==> config.mk <==
export PLATFORM = sky130hd
export DESIGN_NAME = dff_pipe
export DESIGN_NICKNAME = d
export VERILOG_FILES = /design/src/rtl/dff_pipe.sv
export SDC_FILE = /design/constraint.sdc
export NUM_CORES = 1
export LEC_CHECK = 0
export CORE_MARGIN = 5
export CORE_UTILIZATION = 39
export CTS_CLUSTER_DIAMETER = 100
export CTS_CLUSTER_SIZE = 40
export DETAILED_ROUTE_END_ITERATION = 10
export DONT_BUFFER_PORTS = 1
export PLACE_DENSITY_LB_ADDON = 0.05
export SLEW_MARGIN = 10
export SYNTH_ARGS = -nofsm -noshare
export SYNTH_HDL_FRONTEND = slang
export SYNTH_SLANG_ARGS = --single-unit
==> constraint.sdc <==
create_clock -name clk -period 2.05 [get_ports clk]
set_input_delay 0.41 -clock clk [delete_from_list [all_inputs] [get_ports clk]]
set_output_delay 0.41 -clock clk [all_outputs]
set_load 0.03 [all_outputs]
==> src/rtl/dff_pipe.sv <==
// dff_pipe: parametrised register pipeline of DEPTH stages, each WIDTH bits,
// with per-stage valid bits and valid/ready handshakes at both ends.
// Bubbles collapse: a word moves forward whenever the stage ahead of it is
// empty or is itself moving, so a stalled output lets upstream stages fill.
// out_valid, out_data and count come straight from registers. in_ready has a
// combinational path from out_ready through the ready chain.
module dff_pipe #(
  parameter int               WIDTH       = 8,
  parameter int               DEPTH       = 2,
  parameter logic [WIDTH-1:0] RESET_VALUE = '0
) (
  input  logic                       clk,
  input  logic                       rst_n,
  input  logic                       flush,
  input  logic                       in_valid,
  output logic                       in_ready,
  input  logic [WIDTH-1:0]           in_data,
  output logic                       out_valid,
  input  logic                       out_ready,
  output logic [WIDTH-1:0]           out_data,
  output logic [$clog2(DEPTH+1)-1:0] count
);

  localparam int CNT_W = $clog2(DEPTH + 1);

  // Stage state; index DEPTH-1 is the output stage.
  logic [DEPTH-1:0] valid_q;
  logic [WIDTH-1:0] data_q [DEPTH];
  logic [CNT_W-1:0] count_q;

  // Per-stage movement and next-state signals.
  logic [DEPTH-1:0] adv;        // stage k hands its word onward this cycle
  logic [DEPTH-1:0] load;       // stage k receives a word this cycle
  logic [WIDTH-1:0] src [DEPTH]; // word that would move into stage k
  logic [DEPTH-1:0] valid_d;
  logic [CNT_W-1:0] count_d;
  logic             stage0_rdy;
  logic             in_fire;

  // Ready/advance chain, walked from the output stage back to the input stage.
  always_comb begin
    logic rdy_ahead;
    // NOTE: every combinational output gets a default before any branch, so
    // no path leaves it unassigned and no latch is inferred.
    adv       = '0;
    rdy_ahead = out_ready;
    for (int k = DEPTH - 1; k >= 0; k--) begin
      adv[k]    = valid_q[k] & rdy_ahead;
      rdy_ahead = ~valid_q[k] | adv[k];
    end
    stage0_rdy = rdy_ahead;
  end

  assign in_ready = stage0_rdy & ~flush;
  assign in_fire  = in_valid & in_ready;

  // Which stages receive a word, and from where.
  always_comb begin
    load    = '0;
    load[0] = in_fire;
    src[0]  = in_data;
    for (int k = 1; k < DEPTH; k++) begin
      load[k] = adv[k-1];
      src[k]  = data_q[k-1];
    end
  end

  // Next-state valids and their population count, so count tracks valid_q.
  always_comb begin
    valid_d = valid_q;
    count_d = '0;
    for (int k = 0; k < DEPTH; k++) begin
      if (flush) begin
        valid_d[k] = 1'b0;
      end else if (load[k]) begin
        valid_d[k] = 1'b1;
      end else if (adv[k]) begin
        valid_d[k] = 1'b0;
      end
    end
    for (int k = 0; k < DEPTH; k++) begin
      count_d = count_d + CNT_W'(valid_d[k]);
    end
  end

  // Valid bits and occupancy count; reset clears both.
  always_ff @(posedge clk) begin
    // NOTE: state registers use non-blocking assignments so every flop
    // samples the pre-edge values regardless of statement order.
    if (!rst_n) begin
      valid_q <= '0;
      count_q <= '0;
    end else begin
      valid_q <= valid_d;
      count_q <= count_d;
    end
  end

  // Data registers load only when a word moves in; emptying never rewrites them.
  always_ff @(posedge clk) begin
    for (int k = 0; k < DEPTH; k++) begin
      // NOTE: the data array is reset on purpose: out_data must read back
      // RESET_VALUE after reset, so these cannot be reset-less storage.
      if (!rst_n) begin
        data_q[k] <= RESET_VALUE;
      end else if (load[k] && !flush) begin
        data_q[k] <= src[k];
      end
    end
  end

  assign out_valid = valid_q[DEPTH-1];
  assign out_data  = data_q[DEPTH-1];
  assign count     = count_q;

endmodule

==> impl_metrics.py, run 1 <==
metrics = {
    "cts": {
        "cts_root_buf": "clkbuf_4",
        "cts_setup_buffers": 0,
        "ctsResizeCount": 0,
        "cts_sinks": 20,
        "cts_max_path_buffers": 2,
        "cts_inserted_buffers": 3,
        "clock_latency_ps": 290,
        "cts_tree": "built",
        "clk_transition_reported_paths_ps": 110,
        "htree_levels": 1,
        "cts_hold_buf": 0,
    },
    "sta": {
        "finClkSkew_ps": 1.50,
        "worst_pin_slew_ps": 566,
        "max-slew-margin-rel_pct": 62.2,
        "finalCriticalPeriod_ps": 1580,
        "hold_viol": 0,
        "finalSetupViolCount": 0,
        "fin_crit_sh_pct": 77.1,
        "fmax_mhz": 633,
        "fin_tns_setup_ps": 0,
        "slew_viol_final": 0,
        "rsz0062_at_grt": "no",
    },
    "routing": {
        "vias": 499,
        "drtIter0Drc": 9,
        "drc_errors": 0,
        "vias_per_cell": 5.20,
        "wl_um": 1400,
        "firstDrtPassIters": 4,
        "wl_per_cell_um": 14.5,
        "drtAntennaViolNets": 0,
    },
    "synth": {
        "yosysWarnings": 0,
        "yosys.area.top_type": "edfxtp_1",
        "ys_ff_latch": 20,
        "synth_area_per_cell_um2": 14.2,
        "synth_ff_type": "edfxtp_1",
        "netlist_area_um2": 921,
        "synthTopCellsByCount": "edfxtp_1, nand3_1, nor3_2",
        "seq_area_frac_synth_pct": 60.9,
        "synthTopCellsByArea": "edfxtp_1, dfxtp_1, nor3_2",
        "yosys.area.top_type_share_pct": 52.2,
        "synth.distinct_cells": 19,
        "synthCells": 65,
        "synth_nets": 79,
        "synth_edf_count": 16,
        "yosysMostFrequentCell": "edfxtp_1",
        "async_reset_ff_share_pct": 0,
    },
    "min_path": {
        "min_path_type": "primary input to flip-flop",
        "hp-start": "rst_n",
    },
    "finish": {
        "fillers": 210,
        "nets": 83,
        "diodes": 0,
        "area_delta_synth_final_pct": 6.39,
        "final_util_pct": 43.9,
        "drive_gt1_share_pct": 32.4,
    },
    "critical_path": {
        "arrival_ps": 1170,
        "required_ps": 1640,
        "startpoint": "valid_q[0]",
        "endpoint_kind": "output port",
        "start_kind": "flip-flop",
        "rr_startpoint": "valid_q[1]",
        "path_class": "flip-flop to output port",
        "cp_max_fo": 5,
    },
    "floorplan": {
        "rows": 17,
        "io_pins": 25,
        "start_util_pct": 41.2,
        "design.die.area_mm2": 0.00343,
        "coreArea_mm2": 0.00223,
        "die_x_um": 58.6,
        "die-height_um": 58.6,
    },
    "pwr": {
        "powerDensity_mw_per_mm2": 723,
        "p_sw_mw": 0.157,
        "seqPwrFrac_pct": 69.0,
        "p_leak_nw": 0.374,
        "ir_drop_v": 0.000239,
        "sw_frac_of_total_pct": 22.2,
        "combPwrFrac_pct": 5.1,
        "intPower_mw": 0.551,
        "p_clk_share_pct": 25.8,
    },
    "job": {
        "cap_viol_max_count": 0,
    },
    "global_routing": {
        "grt_max_degree": 23,
        "grt_overflow_total": 0,
        "antenna_found_initial": 0,
        "grt_pass1_vias": 502,
        "grt.total_usage_pct": 9.02,
        "grt_pass1_wl_um": 2290,
    },
    "place": {
        "dpl.hpwl_um": 1040,
        "place_congestion": 0.643,
        "io_buffers": 0,
    },
    "status": {
        "status": "completed",
    },
}
## state kept, by name (all words and copies together) (netlist names)
signal and flops:
count 2, data_q 16, valid_q 2
## path summary, 6_finish.rpt
path | endpoint | slack, ps | cells after the start
hold / removal | count[0] | 230 | 1
hold reg to reg | valid_q[1] | 570 | 1
setup / recovery | in_ready | 470 | 3
setup reg to reg | count[0] | 570 | 4
## placed cells by master, fill, tap and decap left out, drive strengths merged
master and instances:
nor2b 1, o211a 2, inv 1, dfxtp 4, and3b 1, and2 2, and4bb 6, buf 5
nor3 8, ha 1, nor2 1, clkbuf 3, nor4bb 2, edfxtp 16, clkinv 1, o21a 2
nand2b 2, nand3 8, o21ai 2
## layer usage
| layer | vias up | routed length, µm | GRT usage (%) |
|---|---|---|---|
| met5 | - | 0 | 0 |
| met4 | 0 | 27 | 6.80 |
| met3 | 2 | 83 | 2.19 |
| met2 | 21 | 594 | 13.1 |
| met1 | 222 | 690 | 11.5 |
| li1 | 254 | - | - |
## metrics by stage
| stage | power (mW) | worst slack (ps) | hold WS, ps | std cells | cell area, µm² |
|---|---|---|---|---|---|
| floorplan | 0.534 | 318 | 508 | 65 | 921 |
| global placement | 0.535 | 590 | 536 | 92 | 953 |
| detailed placement | 0.535 | 538 | 538 | 92 | 953 |
| CTS | 0.719 | 447 | 224 | 96 | 980 |
| global route | 0.739 | 382 | 224 | 96 | 980 |
| finish | 0.708 | 470 | 235 | 96 | 980 |
## worst max-delay path, cell delays in order (launching register included)
cell and delay [ps]:
dfxtp_1 390, and3b_1 270, nor2_1 60, buf_4 170
## power by group through the flow
stage                     logic, mW  registers (mW)  clock network (mW)
after floorplan              0.0370           0.497                   0
after global placement       0.0366           0.499                   0
after detailed placement     0.0370           0.498                   0
after CTS                    0.0374           0.489               0.192
after global routing         0.0410           0.491               0.206
final                        0.0363           0.489               0.183
## cells by family (layout without fill, tap and decap cells)
logic type / after synthesis / in the layout / share of synthesized area (%)
simple gates: 31 / 31 / 28.1
flops: 20 / 20 / 60.9
buf+inv: 7 / 10 / 4.76
compound gates: 6 / 6 / 4.89
fa+ha+maj: 1 / 1 / 1.36
## final cells by class
class | count | area, µm² | share of cell area (%)
inverters | 1 | 3.75 | 0.383
clock inverters | 1 | 3.75 | 0.383
well taps | 28 | 35.0 | 3.58
flip-flops and latches | 20 | 561 | 57.2
clock buffers | 3 | 22.5 | 2.30
repair buffers | 5 | 37.5 | 3.83
multi-input cells | 38 | 317 | 32.3
Power figures use the tool's default switching activity.
==> run 2, diff against run 1 <==
==> constraint.sdc (replaced) <==
create_clock -name clk -period 1.45 [get_ports clk]
set_input_delay 0.29 -clock clk [delete_from_list [all_inputs] [get_ports clk]]
set_output_delay 0.29 -clock clk [all_outputs]
set_load 0.03 [all_outputs]
==> run 2 against run 1 <==
Net effect:
- via count is 4.4% higher
- clock skew barely moved
- cell count increased by 4.2%
- sequential share of layout area shrank 2.7 points
- worst setup slack lost 400 ps
- critical endpoint is now count[0]
- final area rose by 5.4%
==> impl_metrics.py, run 2 (synthesis gave the netlist of run 1 again) <==
metrics = {
    "floorplan": {
        "die_x_um": 58.6,
        "coreArea_mm2": 0.00223,
        "design.die.area_mm2": 0.00343,
        "rows": 17,
        "start_util_pct": 41.2,
        "io_pins": 25,
        "die-height_um": 58.6,
    },
    "sta": {
        "worst_pin_slew_ps": 295,
        "hold_viol": 0,
        "max-slew-margin-rel_pct": 80.3,
        "finClkSkew_ps": 1.76,
        "finalCriticalPeriod_ps": 1380,
        "fin_tns_setup_ps": 0,
        "fmax_mhz": 727,
        "rsz0062_at_grt": "no",
        "slew_viol_final": 0,
        "worst_slack_ps": 73.6,
        "fin_crit_sh_pct": 94.9,
        "finalSetupViolCount": 0,
    },
    "global_routing": {
        "grt_pass1_vias": 520,
        "grt_overflow_total": 0,
        "antenna_found_initial": 0,
        "busiest_layer": "met2",
        "grt.total_usage_pct": 9.32,
        "met3_usage_pct": 1.97,
        "grt_max_degree": 23,
        "grt.met1_usage_pct": 11.1,
        "grt_pass1_wl_um": 2350,
        "use_met2_pct": 13.9,
    },
    "place": {
        "place_congestion": 0.624,
        "dpl.hpwl_um": 1020,
        "dp_cells": 93,
        "place_ws_ps": 141,
        "io_buffers": 0,
    },
    "finish": {
        "layout_common_cells": "edfxtp_1, buf_4, nand3_1, nor3_2, and4bb_2",
        "fillers": 225,
        "area_delta_synth_final_pct": 12.1,
        "largest_register_ffs": 16,
        "nets": 87,
        "stdcell_count": 100,
        "drive_gt1_share_pct": 43.1,
        "registers.top_by_ff_count": "data_q",
        "diodes": 0,
        "final_common_cell": "edfxtp_1",
        "final_util_pct": 46.2,
    },
    "pwr": {
        "power_mw": 1.00,
        "p_leak_nw": 0.400,
        "powerDensity_mw_per_mm2": 972,
        "ir_drop_v": 0.000437,
    },
    "cts": {
        "cts_tree": "built",
        "cts_hold_buf": 0,
        "clock_latency_ps": 290,
        "cts_max_path_buffers": 2,
        "cts_root_buf": "clkbuf_4",
        "clk_transition_reported_paths_ps": 100,
        "cts_sinks": 20,
        "htree_levels": 1,
        "cts_inserted_buffers": 3,
    },
    "routing": {
        "vias_per_cell": 5.21,
        "drtIter0Drc": 3,
        "wl_per_cell_um": 13.8,
        "drc_errors": 0,
        "firstDrtPassIters": 4,
        "drtAntennaViolNets": 0,
        "vias": 521,
        "wl_um": 1380,
    },
    "critical_path": {
        "path_class": "flip-flop to flip-flop",
        "start_kind": "flip-flop",
        "slowest_delay_ps": 330,
        "crit_chain": "buf_4, nor2b_1, buf_4, o21a_1, ha_1, and2_1",
        "required_ps": 1640,
        "arrival_ps": 1570,
        "endpoint_kind": "flip-flop",
        "regToRegSetupSlack_ps": 70,
        "cpMostUsedCell": "buf_4",
        "critPathSlowestCell": "dfxtp_2",
        "critPathTopFamily": "flip-flops",
        "crit_buf_inv": 2,
        "cp_max_fo": 7,
    },
    "status": {
        "status": "completed",
    },
    "job": {
        "cap_viol_max_count": 0,
    },
    "min_path": {
        "min_path_type": "primary input to flip-flop",
    },
}
run 2: changes by cell type in the layout (fill, tap and decap cells not counted), sizes merged:
| cell | change |
|---|---|
| buf | +4 |
| clkbuf | +1 |
| clkinv | -1 |
run 2: routing by layer:
layer / share of wire [%] / wire [µm]
met2: 45 / 620
met4: 3.3 / 46
met1: 47 / 653
met3: 4.6 / 63
met5: 0 / 0
run 2: timing repair:
item / CTS / global route
gates resized for setup: 3 / 1
endpoints found under the setup margin: 1 / 10
buffers inserted: 2 / 2
pin swaps: 1 / 2
run 2: stage by stage:
step           hold WS, ps  instance area [µm²]
2_1_floorplan          508                  928
3_3_place_gp           416                  968
3_5_place_dp           423                  968
4_1_cts                102                 1010
5_1_grt                109                 1030
6_report               123                 1030
run 2: power breakdown:
part | switching, mW | leakage (nW) | internal [mW]
sequential | 0.0364 | 0.197 | 0.654
combinational | 0.0281 | 0.188 | 0.0275
clock | 0.150 | 0.0150 | 0.107
total | 0.215 | 0.400 | 0.789
run 2: final cells by class:
type,instances,area (µm²),area share (%)
clock buffer,4,26.3,2.55
inverter,1,3.75,0.364
multi-input combinational,38,337,32.6
sequential,20,563,54.5
tap,28,35.0,3.39
timing repair buffer,9,67.6,6.55
run 2: final timing paths:
path              start    endpoint  cells past startpoint
max          valid_q[1]    count[0]                      6
min               rst_n    count[1]                      1
max reg2reg  valid_q[1]    count[0]                      6
min reg2reg  valid_q[0]  valid_q[1]                      2
